$ cat config.mk
export PLATFORM = sky130hd
export DESIGN_NAME = serial_subtractor
export DESIGN_NICKNAME = d
export VERILOG_FILES = /design/src/rtl/serial_subtractor_pkg.sv /design/src/rtl/full_subtractor_bit.sv /design/src/rtl/serial_subtractor.sv
export SDC_FILE = /design/constraint.sdc
export NUM_CORES = 1
export LEC_CHECK = 0
export CORE_MARGIN = 2
export CORE_UTILIZATION = 51
export DETAILED_ROUTE_END_ITERATION = 16
export PLACE_DENSITY_LB_ADDON = 0.15
export SLEW_MARGIN = 20
export SYNTH_ARGS = -nofsm -noshare
export SYNTH_HDL_FRONTEND = slang
export SYNTH_SLANG_ARGS = --single-unit
$ cat constraint.sdc
create_clock -name clk -period 1.85 [get_ports clk]
set_input_delay 0.37 -clock clk [delete_from_list [all_inputs] [get_ports clk]]
set_output_delay 0.37 -clock clk [all_outputs]
set_load 0.02 [all_outputs]
$ cat src/rtl/serial_subtractor_pkg.sv
// Shared types and defaults for the bit-serial subtractor.
package serial_subtractor_pkg;

    typedef enum logic [1:0] {
        IDLE  = 2'd0,
        SHIFT = 2'd1,
        DONE  = 2'd2
    } state_t;

    localparam int unsigned SUB_W_DEFAULT = 8;

endpackage

$ cat src/rtl/full_subtractor_bit.sv
// 1-bit full subtractor cell in borrow form: d = ai - bi - bin.
module full_subtractor_bit (
    input  logic ai,
    input  logic bi,
    input  logic bin,
    output logic d,
    output logic bo
);

    always_comb begin
        d  = ai ^ bi ^ bin;
        bo = (~ai & bi) | (~(ai ^ bi) & bin);
    end

endmodule

$ cat src/rtl/serial_subtractor.sv
// Bit-serial W-bit subtractor (diff = a - b, LSB first) with start/busy/done handshake.
// Optional SUB_SIGNED_OVF_EN adds a two's-complement overflow output.
module serial_subtractor
    import serial_subtractor_pkg::*;
#(
    parameter int unsigned W = SUB_W_DEFAULT
) (
    input  logic         clk,
    input  logic         reset,
    input  logic         start,
    input  logic [W-1:0] a,
    input  logic [W-1:0] b,
    output logic         busy,
    output logic         done,
    output logic [W-1:0] diff,
    output logic         bout
`ifdef SUB_SIGNED_OVF_EN
    ,
    output logic         ovf
`endif
);

    localparam int unsigned CW = $clog2(W);
    localparam logic [CW-1:0] LAST = CW'(W - 1);

    state_t          state, state_nx;
    logic [W-1:0]    a_sh, b_sh;
    logic [W-2:0]    r_sh;
    logic [W-1:0]    r_nx;
    logic            brw;
    logic [CW-1:0]   cnt;
    logic            d, bo;
`ifdef SUB_SIGNED_OVF_EN
    logic            a_msb, b_msb;
`endif

    full_subtractor_bit u_bit (
        .ai  (a_sh[0]),
        .bi  (b_sh[0]),
        .bin (brw),
        .d   (d),
        .bo  (bo)
    );

    // r_sh keeps only the upper W-1 result bits; the last SHIFT cycle writes the
    // complete word straight into diff so it is already valid while done is high.
    assign r_nx = {d, r_sh};

    always_comb begin
        state_nx = state;
        busy     = 1'b0;
        done     = 1'b0;
        case (state)
            IDLE:  if (start) state_nx = SHIFT;
            SHIFT: begin
                busy = 1'b1;
                if (cnt == LAST) state_nx = DONE;
            end
            DONE: begin
                done     = 1'b1;
                state_nx = IDLE;
            end
            default: state_nx = IDLE;
        endcase
    end

    always_ff @(posedge clk) begin
        if (reset) begin
            state <= IDLE;
            a_sh  <= '0;
            b_sh  <= '0;
            r_sh  <= '0;
            brw   <= 1'b0;
            cnt   <= '0;
            diff  <= '0;
            bout  <= 1'b0;
`ifdef SUB_SIGNED_OVF_EN
            a_msb <= 1'b0;
            b_msb <= 1'b0;
            ovf   <= 1'b0;
`endif
        end else begin
            state <= state_nx;
            case (state)
                IDLE: begin
                    if (start) begin
                        a_sh <= a;
                        b_sh <= b;
                        r_sh <= '0;
                        brw  <= 1'b0;
                        cnt  <= '0;
`ifdef SUB_SIGNED_OVF_EN
                        a_msb <= a[W-1];
                        b_msb <= b[W-1];
`endif
                    end
                end
                SHIFT: begin
                    a_sh <= a_sh >> 1;
                    b_sh <= b_sh >> 1;
                    r_sh <= r_nx[W-1:1];
                    brw  <= bo;
                    if (cnt == LAST) begin
                        cnt  <= '0;
                        diff <= r_nx;
                        bout <= bo;
`ifdef SUB_SIGNED_OVF_EN
                        ovf  <= (a_msb ^ b_msb) & (a_msb ^ d);
`endif
                    end else begin
                        cnt <= cnt + 1'b1;
                    end
                end
                default: ;
            endcase
        end
    end

endmodule

==> out/qor.csv, run 1 <==
stage;metric;value;unit
outcome;status;complete, no violations;
timing;maxSlewHeadroom;70.5;%
global_route;grt_pass1_vias;1155;
drt;firstDrtPassIters;4;
synthesis;yosys_register_bits;38;
drt;postRouteAntennaNets;0;
clock_network;cts_setup_buffers;0;
timing;finalCritPeriodShare;92.8;%
timing;fin_ws;133;ps
cells_and_area;num_antenna_cells;0;
drt;dr_wl_met3;128;µm
synthesis;syn_avg_cell_area;10.2;µm²
critical_path;r2r_setup_slack;260;ps
place;dp_hpwl;2020;µm
critical_path;slowest_delay;400;ps
synthesis;synth_top_family_by_area;compound AO/OA/AOI/OAI gates;
drt;dr_wl_met2;1500;µm
clock_network;cts_max_path_buffers;2;
critical_path;worst_setup_path_start_kind;register;
drt;drtIter0Drc;48;
cells_and_area;regArea;761;µm²
timing;rsz0062_at_grt;false;
critical_path;cp.required;1480;ps
clock_network;clkTransAtPathRegs;100;ps
timing;fin_worst_skew;2.23;ps
timing;finalCriticalPeriod;1720;ps
critical_path;critPathMaxFanout;5;
floorplanning;num_rows;20;
drt;viasPerCell;5.07;
place;gp_congestion;0.754;
critical_path;crit_start;state[0];
job;drv_cap;0;
floorplanning;fp.dieH;61.0;µm
drt;wl_met1;1180;µm
critical_path;crit_path_end_kind;primary output;
power;power_per_cell_area;767;nW/µm²
critical_path;cp_num_buf_inv;1;
min_path;whs_path_depth;2;
global_route;grt_pass1_wl;4640;µm
clock_network;cts_tree;yes;
synthesis;synth_area_leaders;dfxtp_1 (46%), a211oi_2 (11%), mux2i_1 (9.1%);
drt;wl_per_cell;12.1;µm
drt;drc;0;
floorplanning;die_w;61.0;µm
synthesis;synth_cell_types;24;
synthesis;yosysWarnings;0;
synthesis;syn_inst;162;
critical_path;slowest_stage;dfxtp_1;
cells_and_area;fillCellCount;275;
critical_path;cp.depth;2;
cells_and_area;drive_above_1_share;17.3;%
floorplanning;num_io_pins;30;
synthesis;synthXorXnorAreaFrac;0;%
clock_network;insertion_delay;330;ps
power;power.leakage;0.744;nW
synthesis;yosysTopAreaCell;dfxtp_1;
synthesis;yosysSeqAreaShare;46.0;%
critical_path;ff2ff_path_depth;4;
synthesis;synthSimpleGateAreaFrac;13.8;%
place;portBuffers;29;
global_route;grtUsageTotal;17.1;%
clock_network;root_buffer;clkbuf_4;
critical_path;critical-path-top-delay-family;flip-flops;
clock_network;cts_buffers;5;
floorplanning;die-area;3720;µm²
floorplanning;fp.coreArea;3080;µm²
synthesis;syn-cell-area;1660;µm²
cells_and_area;multi_input_area;772;µm²
clock_network;h-tree-depth;2;
critical_path;arrival;1350;ps
drt;num_vias;1191;
min_path;hold_path_class;register to register;
clock_network;cts.sinks;38;
synthesis;synth_mux_area_share;9.07;%
cells_and_area;fin_nets;212;
timing;finalSetupViolations;0;
synthesis;synth_fa_ha_area_share;2.72;%
timing;fmax;0.582;GHz
timing;drv_slew;0;
drt;totalWireLength;2850;µm
critical_path;worstPathCellList;nor2b_1, dlygate4sd2_1;
timing;worst_pin_slew;443;ps
synthesis;synth_compound_area_share;21.0;%
floorplanning;initial_core_util;53.8;%
critical_path;worstReg2RegEnd;b_sh[3];
critical_path;critPathKind;register to primary output;
critical_path;cp-endpoint;busy;
synthesis;netlist.area_leader.share;46.0;%
global_route;grt_start_max_net_pins;39;
drt;topRoutingLayerUsed;met4;
cells_and_area;layout_commonest_cell;dfxtp_1;
critical_path;reg2reg_from;state[0];
global_route;antenna_found_initial;0;
timing;setup_tns;0;ps
cells_and_area;syn2layout_area_growth;20.4;%
power;vdd.ir_drop.worst;0.000657;V
global_route;overflow;0;
synthesis;syn-num-nets;184;
timing;hold_viol;0;
cells_and_area;final_cell_mix;dfxtp_1 (38), clkdlybuf4s50_1 (27), nor2_1 (24);
place;dp_slack;48.0;ps
tightest hold or removal path, stage by stage (launching register included):
cell	delay [ps]
dfxtp_1	320
nand2_1	50
a21oi_1	50
state kept, by name, summed over array words and instances (netlist names):
register	flops
bout	1
b_sh	8
diff	8
r_sh	7
a_sh	8
cnt	3
state	2
brw	1
cells in the mapped netlist:
cell and instances:
nor3_1 1, and3b_1 1, buf_4 1, nor2b_1 2, a211oi_2 14, o21bai_2 1, nor2_1 24, nor3b_1 1
nor2_2 6, ha_1 2, fa_1 1, o21ba_4 1, clkbuf_1 3, a21oi_1 8, nand3b_1 1, a22oi_1 13
a211oi_1 1, buf_12 2, nand2_1 16, dfxtp_1 38, buf_6 3, buf_2 3, mux2i_1 15, inv_1 4
cell families after synthesis:
logic type	count (synthesis)
AO/OA/AOI/OAI	38
adder cells (fa/ha/maj)	3
buffers and inverters	16
flip-flops	38
multiplexers	15
AND/OR/NAND/NOR	52
what timing repair did:
item / CTS / global route
setup endpoints to repair: 2 / 0
gates resized for setup: 2 / 0
hold buffers: 0 / 0
metrics by stage:
stage | area, µm² | power [mW] | hold slack, ps | utilization (%) | instances
floorplan | 1660 | 1.06 | 432 | - | 162
global placement | 1940 | 1.10 | 445 | 62.9 | 227
detailed placement | 1940 | 1.11 | 454 | 62.9 | 227
CTS | 1990 | 1.55 | 470 | 64.8 | 235
global route | 1990 | 1.61 | 497 | 64.8 | 235
finish | 1990 | 1.53 | 465 | 64.8 | 235
power breakdown:
part / switching, mW / internal, mW / total (mW) / leakage [nW]
clock network: 0.255 / 0.184 / 0.439 / 0.0353
logic: 0.105 / 0.108 / 0.213 / 0.398
registers: 0.0218 / 0.854 / 0.876 / 0.311
total: 0.381 / 1.15 / 1.53 / 0.744
area by class of cell:
type | instances | area share, %
inverters | 4 | 0.753
multi-input cells | 108 | 38.7
flip-flops and latches | 38 | 38.2
repair buffers | 33 | 16.6
clock inverters | 1 | 0.251
clock buffers | 7 | 2.76
well taps | 44 | 2.76
per-layer routing:
layer | up-vias | track usage (%)
met5 | - | 0
met4 | 0 | 8.39
met3 | 5 | 5.12
met2 | 20 | 31.2
met1 | 549 | 17.6
li1 | 617 | -
how the worst min path moves through the flow:
stage	from	slack [ps]	end
after floorplan	r_sh[0]	430	diff[0]
after global placement	diff[2]	440	diff[2]
after detailed placement	diff[4]	450	diff[4]
after CTS	diff[4]	470	diff[4]
after global routing	diff[1]	500	diff[1]
final	diff[4]	470	diff[4]
No activity file was read; power rests on OpenSTA's default activity.
==> run 2: changes to the inputs <==
--- a/config.mk
+++ b/config.mk
@@ -5,10 +5,12 @@
 export SDC_FILE = /design/constraint.sdc
 export NUM_CORES = 1
 export LEC_CHECK = 0
+export CAP_MARGIN = 20
 export CORE_MARGIN = 2
 export CORE_UTILIZATION = 51
+export CTS_CLUSTER_SIZE = 16
 export DETAILED_ROUTE_END_ITERATION = 16
-export PLACE_DENSITY_LB_ADDON = 0.15
+export PLACE_DENSITY = 0.79
 export SLEW_MARGIN = 20
 export SYNTH_ARGS = -nofsm -noshare
 export SYNTH_HDL_FRONTEND = slang
==> out/qor.csv, run 2 (synthesis results as in run 1) <==
stage;metric;value;unit;change
outcome;status;complete, no violations;;
timing;hold_slack;457;ps;-7.97 ps
power;power.leakage;0.749;nW;+0.68%
cells_and_area;final_cell_mix;dfxtp_1 (38), clkdlybuf4s50_1 (27), nor2_1 (24);;
timing;finalSetupViolations;0;;unchanged
floorplanning;initial_core_util;53.8;%;unchanged
place;dp_hpwl;2230;µm;+10%
clock_network;cts_tree;yes;;
global_route;grtUsageTotal;19.4;%;+2.3 points
drt;postRouteAntennaNets;0;;unchanged
drt;dr_wl_met3;141;µm;+10%
critical_path;worst_setup_path_start_kind;register;;
clock_network;insertion_delay;340;ps;about the same
drt;dr_wl_met2;1540;µm;+2.3%
floorplanning;num_rows;20;;unchanged
timing;finalCriticalPeriod;1710;ps;-9.31 ps
job;drv_cap;0;;unchanged
floorplanning;die_w;61.0;µm;unchanged
floorplanning;die-area;3720;µm²;unchanged
drt;num_vias;1225;;+2.9%
cells_and_area;num_antenna_cells;0;;unchanged
cells_and_area;largestRegisters;a_sh x8, b_sh x8, diff x8;;
power;power_per_cell_area;771;nW/µm²;+0.64%
clock_network;clkTransAtPathRegs;110;ps;about the same
place;portBuffers;29;;unchanged
floorplanning;fp.coreArea;3080;µm²;unchanged
drt;firstDrtPassIters;4;;unchanged
timing;fin_ws;142;ps;+9.31 ps
timing;maxSlewHeadroom;70.5;%;about the same
timing;rsz0062_at_grt;false;;
drt;wl_per_cell;13.1;µm;+8.3%
min_path;hold_path_class;register to register;;
timing;setup_tns;0;ps;unchanged
critical_path;critPathMaxFanout;4;;-1
clock_network;cts_resized;2;;unchanged
cells_and_area;fin_nets;213;;+0.47%
timing;worst_pin_slew;443;ps;-0.227 ps
critical_path;arrival;1340;ps;about the same
floorplanning;fp.dieH;61.0;µm;unchanged
global_route;grt_pass1_wl;5200;µm;+12%
drt;drtIter0Drc;34;;-29%
global_route;grt_pass1_vias;1226;;+6.1%
drt;viasPerCell;5.19;;+2.4%
clock_network;cts_buffers;5;;unchanged
drt;totalWireLength;3100;µm;+8.8%
timing;fmax;0.585;GHz;+0.54%
place;dp_slack;42.9;ps;-5.09 ps
global_route;antenna_found_initial;0;;unchanged
drt;drc;0;;unchanged
clock_network;h-tree-depth;2;;unchanged
cells_and_area;syn2layout_area_growth;20.9;%;
cells_and_area;layout_commonest_cell;dfxtp_1;;
place;gp_congestion;0.732;;-3.0%
timing;hold_viol;0;;unchanged
timing;drv_slew;0;;unchanged
clock_network;cts.sinks;38;;unchanged
drt;wl_met1;1370;µm;+16%
clock_network;cts_setup_buffers;0;;unchanged
clock_network;holdBufCountCts;0;;unchanged
cells_and_area;drive_above_1_share;17.7;%;+0.43 points
power;vdd.ir_drop.worst;0.000521;V;-21%
drt;topRoutingLayerUsed;met4;;
critical_path;critPathKind;register to primary output;;
clock_network;root_buffer;clkbuf_4;;
global_route;grt_start_max_net_pins;39;;unchanged
floorplanning;num_io_pins;30;;unchanged
critical_path;cp.required;1480;ps;about the same
critical_path;crit_path_end_kind;primary output;;
timing;fin_worst_skew;7.59;ps;+5.36 ps
clock_network;cts_max_path_buffers;2;;unchanged
timing;finalCritPeriodShare;92.3;%;-0.50 points
global_route;overflow;0;;unchanged
==> run 2: cell type report <==
| class | instances | area (µm²) |
|---|---|---|
| multi-input combinational | 108 | 772 |
| sequential | 38 | 761 |
| inverter | 4 | 15.0 |
| fill | 270 | 1080 |
| timing repair buffer | 34 | 338 |
| clock inverter | 1 | 5.00 |
| tap | 44 | 55.1 |
| clock buffer | 7 | 55.1 |
==> run 2: final timing paths <==
check / start / to / slack, ps / depth (start not counted)
max: state[0] / busy / 140 / 2
max reg2reg: state[0] / b_sh[5] / 310 / 4
min reg2reg: r_sh[0] / diff[0] / 460 / 2
min: r_sh[0] / diff[0] / 460 / 2
==> run 2: per-layer routing <==
metal / vias to the layer above / global-route usage (%)
met4: 0 / 8.39
li1: 621 / -
met3: 9 / 6.40
met5: - / 0
met1: 568 / 22.4
met2: 27 / 32.9
==> run 2: power breakdown <==
part | switching (mW) | leakage (nW) | internal [mW]
Sequential | 0.0237 | 0.311 | 0.854
Clock | 0.264 | 0.0353 | 0.184
Combinational | 0.107 | 0.403 | 0.110
Total | 0.395 | 0.749 | 1.15
==> run 2: worst max-delay path, cell delays in order, from the launching register on <==
cell	delay [ps]
dfxtp_1	400
nor2b_1	230
dlygate4sd2_1	370
==> run 2: metrics by stage <==
step | cell area, µm² | utilization, % | power (mW) | cells
4_1_cts | 2000 | 65.0 | 1.56 | 236
3_5_place_dp | 1940 | 63.1 | 1.12 | 228
2_1_floorplan | 1660 | - | 1.06 | 162
3_3_place_gp | 1940 | 63.1 | 1.11 | 228
5_1_grt | 2000 | 65.0 | 1.62 | 236
6_report | 2000 | 65.0 | 1.54 | 236
==> run 3: changes to the inputs <==
--- a/config.mk
+++ b/config.mk
@@ -8,6 +8,7 @@
 export CAP_MARGIN = 20
 export CORE_MARGIN = 2
 export CORE_UTILIZATION = 51
+export CTS_CLUSTER_DIAMETER = 50
 export CTS_CLUSTER_SIZE = 16
 export DETAILED_ROUTE_END_ITERATION = 16
 export PLACE_DENSITY = 0.79
==> results of run 3 <==
Same layout as run 2: the final DEF is identical, and so are final timing and power.
